$ cat src/rtl/gf2m_mul_ctrl.sv
// Command sequencer for one gf2m_mul instance: load x and s, run N multiply steps,
// wait for done and read back the result words. Define GF2M_MUL_CTRL_TIMEOUT_EN for the done timeout.
module gf2m_mul_ctrl #(
    parameter int WORD_WIDTH = 256,
    parameter int MUL_STEP   = 8
`ifdef GF2M_MUL_CTRL_TIMEOUT_EN
    ,
    parameter int TIMEOUT    = 1023
`endif
) (
    input  logic                  clk,
    input  logic                  reset,
    input  logic                  req_valid,
    output logic                  req_ready,
    input  logic [WORD_WIDTH-1:0] req_a,
    input  logic [WORD_WIDTH-1:0] req_b,
    input  logic                  req_mod,
    output logic                  rsp_valid,
    input  logic                  rsp_ready,
    output logic [WORD_WIDTH-1:0] rsp_lo,
    output logic [WORD_WIDTH-1:0] rsp_hi,
    output logic                  busy,
    output logic [WORD_WIDTH-1:0] m_sbus,
    output logic                  m_stox,
    output logic                  m_stos,
    output logic                  m_clear,
    output logic                  m_mod_mul,
    output logic                  m_plain_mul,
    output logic                  m_dbus_sel,
    input  logic [WORD_WIDTH-1:0] m_dbus,
    input  logic                  m_done,
    input  logic                  m_run
`ifdef GF2M_MUL_CTRL_TIMEOUT_EN
    ,
    output logic                  err
`endif
);

    localparam int N     = WORD_WIDTH / MUL_STEP;
    localparam int CNT_W = (N > 1) ? $clog2(N) : 1;
    localparam logic [CNT_W-1:0] LAST_STEP = CNT_W'(N - 1);

    typedef enum logic [2:0] {
        IDLE, LOAD_X, LOAD_S, MUL, WAIT_DONE, READ_LO, READ_HI, RESP
    } state_t;

    state_t                state, state_next;
    logic [CNT_W-1:0]      step_cnt;
    logic [WORD_WIDTH-1:0] a_q, b_q;
    logic                  mod_q;

    // m_run is status only; the sequence is timed by the step counter and m_done.
    logic unused_run;
    assign unused_run = m_run;

`ifdef GF2M_MUL_CTRL_TIMEOUT_EN
    localparam int TO_W = $clog2(TIMEOUT + 1);
    logic [TO_W-1:0] wait_cnt;
    logic            timed_out;

    assign timed_out = (state == WAIT_DONE) && !m_done && (wait_cnt == TO_W'(TIMEOUT - 1));

    always_ff @(posedge clk or posedge reset) begin
        if (reset) begin
            wait_cnt <= '0;
            err      <= 1'b0;
        end else begin
            wait_cnt <= (state == WAIT_DONE) ? wait_cnt + TO_W'(1) : '0;
            if (timed_out)
                err <= 1'b1;
        end
    end
`endif

    // NOTE: sequential state uses non-blocking assignments so every register samples pre-edge values.
    always_ff @(posedge clk or posedge reset) begin
        if (reset)
            state <= IDLE;
        else
            state <= state_next;
    end

    // NOTE: every always_comb output gets a default first so no path can infer a latch.
    always_comb begin
        state_next = state;
        case (state)
            IDLE:      if (req_valid) state_next = LOAD_X;
            LOAD_X:    state_next = LOAD_S;
            LOAD_S:    state_next = MUL;
            MUL:       if (step_cnt == LAST_STEP) state_next = WAIT_DONE;
            WAIT_DONE: begin
                if (m_done)
                    state_next = READ_LO;
`ifdef GF2M_MUL_CTRL_TIMEOUT_EN
                else if (timed_out)
                    state_next = RESP;
`endif
            end
            READ_LO:   state_next = mod_q ? RESP : READ_HI;
            READ_HI:   state_next = RESP;
            RESP:      if (rsp_ready) state_next = IDLE;
            default:   state_next = IDLE;
        endcase
    end

    always_comb begin
        m_stox      = 1'b0;
        m_stos      = 1'b0;
        m_clear     = 1'b0;
        m_mod_mul   = 1'b0;
        m_plain_mul = 1'b0;
        m_dbus_sel  = 1'b0;
        m_sbus      = '0;
        rsp_valid   = 1'b0;
        case (state)
            LOAD_X: begin
                m_stox = 1'b1;
                m_sbus = b_q;
            end
            LOAD_S: begin
                m_stos  = 1'b1;
                m_clear = 1'b1;
                m_sbus  = a_q;
            end
            MUL: begin
                m_mod_mul   = mod_q;
                m_plain_mul = ~mod_q;
            end
            READ_HI: m_dbus_sel = 1'b1;
            RESP:    rsp_valid  = 1'b1;
            default: ;
        endcase
    end

    // Ready depends on state alone so the requester never sees a combinational loop.
    assign req_ready = (state == IDLE);
    assign busy      = (state != IDLE);

    always_ff @(posedge clk or posedge reset) begin
        if (reset) begin
            a_q      <= '0;
            b_q      <= '0;
            mod_q    <= 1'b0;
            step_cnt <= '0;
            rsp_lo   <= '0;
            rsp_hi   <= '0;
        end else begin
            if (req_valid && req_ready) begin
                a_q   <= req_a;
                b_q   <= req_b;
                mod_q <= req_mod;
            end
            if (state == MUL)
                step_cnt <= (step_cnt == LAST_STEP) ? '0 : step_cnt + CNT_W'(1);
            if (state == READ_LO) begin
                rsp_lo <= m_dbus;
                if (mod_q)
                    rsp_hi <= '0;
            end
            if (state == READ_HI)
                rsp_hi <= m_dbus;
`ifdef GF2M_MUL_CTRL_TIMEOUT_EN
            if (timed_out) begin
                rsp_lo <= '1;
                rsp_hi <= '1;
            end
`endif
        end
    end

endmodule

$ cat config.mk
export PLATFORM = sky130hd
export DESIGN_NAME = gf2m_mul_ctrl
export DESIGN_NICKNAME = d
export VERILOG_FILES = /design/src/rtl/gf2m_mul_ctrl.sv
export SDC_FILE = /design/constraint.sdc
export NUM_CORES = 2
export LEC_CHECK = 0
export ABC_AREA = 1
export BUFFER_PORTS_ARGS = -buffer_cell sky130_fd_sc_hd__buf_2
export CAP_MARGIN = 0
export CORE_AREA = 2 2 613 615
export DETAILED_ROUTE_END_ITERATION = 10
export DIE_AREA = 0 0 615 617
export HOLD_SLACK_MARGIN = 0.03
export PLACE_DENSITY = 0.33
export SLEW_MARGIN = 10
export SYNTH_ARGS = -nofsm -noshare
export SYNTH_HDL_FRONTEND = slang
export SYNTH_SLANG_ARGS = --single-unit
export TNS_END_PERCENT = 5
$ cat constraint.sdc
create_clock -name clk -period 35.1 [get_ports clk]
set_input_delay 7.02 -clock clk [delete_from_list [all_inputs] [get_ports clk]]
set_output_delay 7.02 -clock clk [all_outputs]
set_load 0.1 [all_outputs]
# Word-level counts from Yosys, hierarchy flattened

Cells that the tools add are included.

Register bits: 1033
Bits of input ports: 775
Output and inout port bits: 777
Word-level logic and storage cells: 45

Add/sub/neg operators: 1
Equal/unequal tests: 12
Muxes and demuxes: 17
Bitwise logic cells: 1
Reduce and logical (&&, ||, !) cells: 7

Operator list:

| kind                                                  | number |
|---|---|
| 2-to-1 mux 256 bit                                    | 3 |
| one-hot mux 256 bit (2 select lines)                  | 1 |
| one-hot mux 3 bit (8 select lines)                    | 1 |
| == test 3 bit, second input constant                  | 4 |
| 2-to-1 mux 3 bit                                      | 4 |
| 2-to-1 mux 1 bit                                      | 7 |
| == test 3 x 2 -> 1 bit, second input constant         | 2 |
| inequality test 2 bit, second input constant          | 3 |
| adder 5 x 1 -> 5 bit, second input constant           | 1 |
| == test 5 bit, second input constant                  | 1 |
| 2-to-1 mux 5 bit                                      | 1 |
| AND reduction 4 bit                                   | 1 |
| nonzero test 2 bit                                    | 2 |
| == test 3 x 1 -> 1 bit, second input constant         | 1 |
| zero test 3 bit                                       | 1 |
| nonzero test 3 bit                                    | 1 |
| inequality test 2 x 1 -> 1 bit, second input constant | 1 |
| AND reduction 2 bit                                   | 1 |
| logical AND 1 bit                                     | 1 |
| inverter 1 bit                                        | 1 |

# Logic depth before layout (Yosys ltp)

Depth in word-level cells: 3
Mapped depth: 10
Mapped depth without buffers: 10

# Worst setup path after synthesis

No wires, ideal clock.

Path type: register to output
Start point: reg state[2]
End point: out m_sbus[234]
Arrival: 3.034 ns
Data required time: 28.080 ns
Path slack: 25.046 ns
Cell stages (with the launch flop): 6
Path buffers: 2
Cells stage by stage: dfrtp_1 buf_2 inv_2 nand2_2 clkbuf_1 o21ai_0

Longest elaborated chain between the ends: 2
Elaborated cells on any way between the ends: 3
Those cells by class: 2 x eq/ne; 1 x mux

RTL lines:

| what                                                             | RTL line | source |
|---|---|---|
| from (decl)                                                      | 47       | `state_t state, state_next;` |
| from (signal assigned)                                           | 80       | `state <= state_next;` |
| == test 3 x 2 -> 1 bit or == test 3 x 1 -> 1 bit (tied branches) | 115      | `case (state)` |
| one-hot mux 256 bit (2 select lines) (*)                         | 115      |  |
| to (decl)                                                        | 23       | `output logic [WORD_WIDTH-1:0] m_sbus,` |

Every way passes the cells marked *; elsewhere a longest branch is shown, timed or not.

# Worst setup path after layout

Start point: reg state[2]
End point: out m_sbus[109]

Same word-level chain as after synthesis.

==> flow_metrics.py <==
metrics = {
    "outcome": {
        "outcome": "completed",
    },
    "critical_path": {
        "critPathLaunchType": "flop",
        "end_kind": "output pin",
        "crit_slowest_cell": "buf_4",
        "path_max_fanout": 87,
        "arrival_ns": 4.93,
        "crit_type": "reg2out",
        "worst-path-buf-inv": 6,
        "crit_family": "buffers and inverters",
        "cpPeakStageDelay_ns": 0.73,
        "critPathRequiredTime_ns": 28.08,
        "path_cells": "inv_2 > nand2_2 > buf_4 > inv_8 > buf_12 > buf_4 > nand2_1 > nand2_1 > buf_2",
    },
    "layout": {
        "fin_cells": 11500,
        "drive_above_1_share": 0.282,
        "areaGrowthSynthToFinish_pct": 40.8,
        "finalNetCount": 7183,
    },
    "clocking": {
        "cts_inserted_buffers": 144,
        "root_buffer": "clkbuf_16",
        "htreeDepth": 4,
        "clock-sinks": 1033,
        "clockBufferDepth": 4,
        "post_cts_buffers": 0,
        "insertion_delay_ns": 0.81,
        "cts_resized": 0,
        "cts_tree": "built",
        "clk_pin_slew_worst_paths_ns": 0.05,
        "postCtsHoldBufs": 0,
    },
    "yosys": {
        "synth_common_cells": "1933 x nand2_1, 1033 x dfrtp_1, 736 x nand3_1",
        "ys.flop_type": "dfrtp_1",
        "synth_area_leaders": "dfrtp_1 60%, nand2_1 17%, nand3_1 8.6%, o21ai_0 5.7%, buf_2 2.9%",
        "yosysMostFrequentCell": "nand2_1",
        "synthArstFlopShare": 1.00,
        "synth_top_area_frac": 0.602,
        "muxShareOfSynthArea": 0,
        "synthSimpleGateAreaFrac": 0.260,
        "synth-compound-area-share": 0.0686,
        "ys_ff_latch": 1033,
        "syn_inst": 5017,
        "synthAdderAreaFrac": 0.000583,
        "ys_types": 22,
        "syn-cell-area_um2": 42900,
        "synth-xor-area-share": 0.000204,
        "ys_warn_count": 0,
        "synth_top_family_by_area": "simple AND/OR/NAND/NOR gates",
        "yosysTopAreaCell": "dfrtp_1",
        "syn_nets": 5794,
        "ys_seq_area_frac": 0.602,
        "synth_edf_count": 0,
        "syn_area_per_cell_um2": 8.56,
    },
    "drt": {
        "routed_via_density": 3.51,
        "vias": 40500,
        "first_pass_iters": 6,
        "drt_wl_total_um": 255000,
        "wire_per_inst_um": 22.1,
        "drc": 0,
        "postRouteAntennaNets": 0,
        "first_iter_violations": 2695,
    },
    "floorplan": {
        "die_w_um": 615,
        "io_pins": 1552,
        "dieHeight_um": 617,
        "rows": 225,
        "start_util": 0.115,
        "die-area_um2": 379000,
        "core_area_um2": 374000,
    },
    "global_route": {
        "antenna_found_initial": 143,
        "grt_max_degree": 188,
        "grt_pass1_vias": 40700,
        "grt.overflow.total": 0,
        "grt_pass1_wl_um": 347000,
        "grtUsageTotal": 0.129,
    },
    "timing": {
        "holdWs_ns": 0.467,
        "layout_setup_ws_ns": 23.15,
        "finalHoldViolations": 0,
        "grt_setup_unrepaired": "no",
        "min_period_ns": 11.95,
        "fin_crit_sh": 0.341,
        "finalMaxSlewViolations": 0,
        "slew_headroom": 0.319,
        "finalClockSkew_ns": 0.0537,
        "setup_viol": 0,
        "tightest_slew_ns": 1.02,
        "finalSetupTns_ns": 0,
        "clock.fmax_mhz": 83.7,
    },
    "placed_design": {
        "dpl.hpwl_um": 198000,
        "placed_cells": 11300,
        "gp_congestion": 0.883,
        "io_buffers": 1550,
        "dp_slack_ns": 22.50,
    },
    "min_path": {
        "min_path_type": "reg2reg",
    },
    "flow_run": {
        "drv_cap": 0,
    },
}
## layer usage
metal,part of all wire,track usage,vias up
li1,-,-,18800
met1,0.36,0.138,19700
met2,0.54,0.246,1477
met3,0.070,0.0367,442
met4,0.029,0.0324,74
met5,0.0017,0,-
## state kept, by name, indices dropped and copies added (netlist names)
register  count
rsp_lo      256
a_q         256
rsp_hi      256
mod_q         1
state         3
step_cnt      5
b_q         256
## layout by cell type, fill, tap and decap left out, types with 47 or more instances in the layout
master     instances
nor2_1            47
o21ai_0          488
buf_2           1549
clkbuf_16        147
buf_4             54
dfrtp_1         1033
inv_1            297
o21ai_1           60
nand3_1          736
nand2_1         1933
## worst min-delay path: cells and delay by family, from the launching register on
kind / cells / cell delay (ns)
DFF: 1 / 0.34
and+or+nand+nor: 2 / 0.09
## area by class of cell
class                           instances  area, µm²
Fill cell                           42800     313000
Sequential cell                      1033      25800
Multi-Input combinational cell       3316      14200
Timing Repair Buffer                 1607       8230
Tap cell                             4994       6250
Clock buffer                          208       4170
Inverter                              304       1170
Clock inverter                         42        462
Antenna cell                           42        105
## worst paths after layout
kind / from / endpoint / slack, ns / depth (start not counted)
min reg2reg: a_q[51] / a_q[51] / 0.47 / 2
min: a_q[51] / a_q[51] / 0.47 / 2
max: state[2] / m_sbus[109] / 23.15 / 9
max in group asynchronous: reset / rsp_lo[198] / 23.67 / 8
min in group asynchronous: reset / b_q[103] / 6.48 / 2
max reg2reg: state[2] / b_q[64] / 29.40 / 10
## stage by stage
step / cell area, µm² / utilization
3_3_place_gp: 55700 / 0.149
3_5_place_dp: 55700 / 0.149
6_report: 60400 / 0.162
5_1_grt: 60400 / 0.162
2_1_floorplan: 42900 / -
4_1_cts: 60300 / 0.162
## cell families (layout without fill, tap and decap cells)
group | count (synthesis) | after routing
other | 0 | 42
AND/OR/NAND/NOR | 2725 | 2725
flip-flops | 1033 | 1033
AO/OA/AOI/OAI | 588 | 588
buffers and inverters | 668 | 2161
XOR/XNOR | 1 | 1
adder cells (fa/ha/maj) | 2 | 2
Power is not shown: default switching activity piles up to over one toggle a cycle in this logic, so the estimate is an artifact.
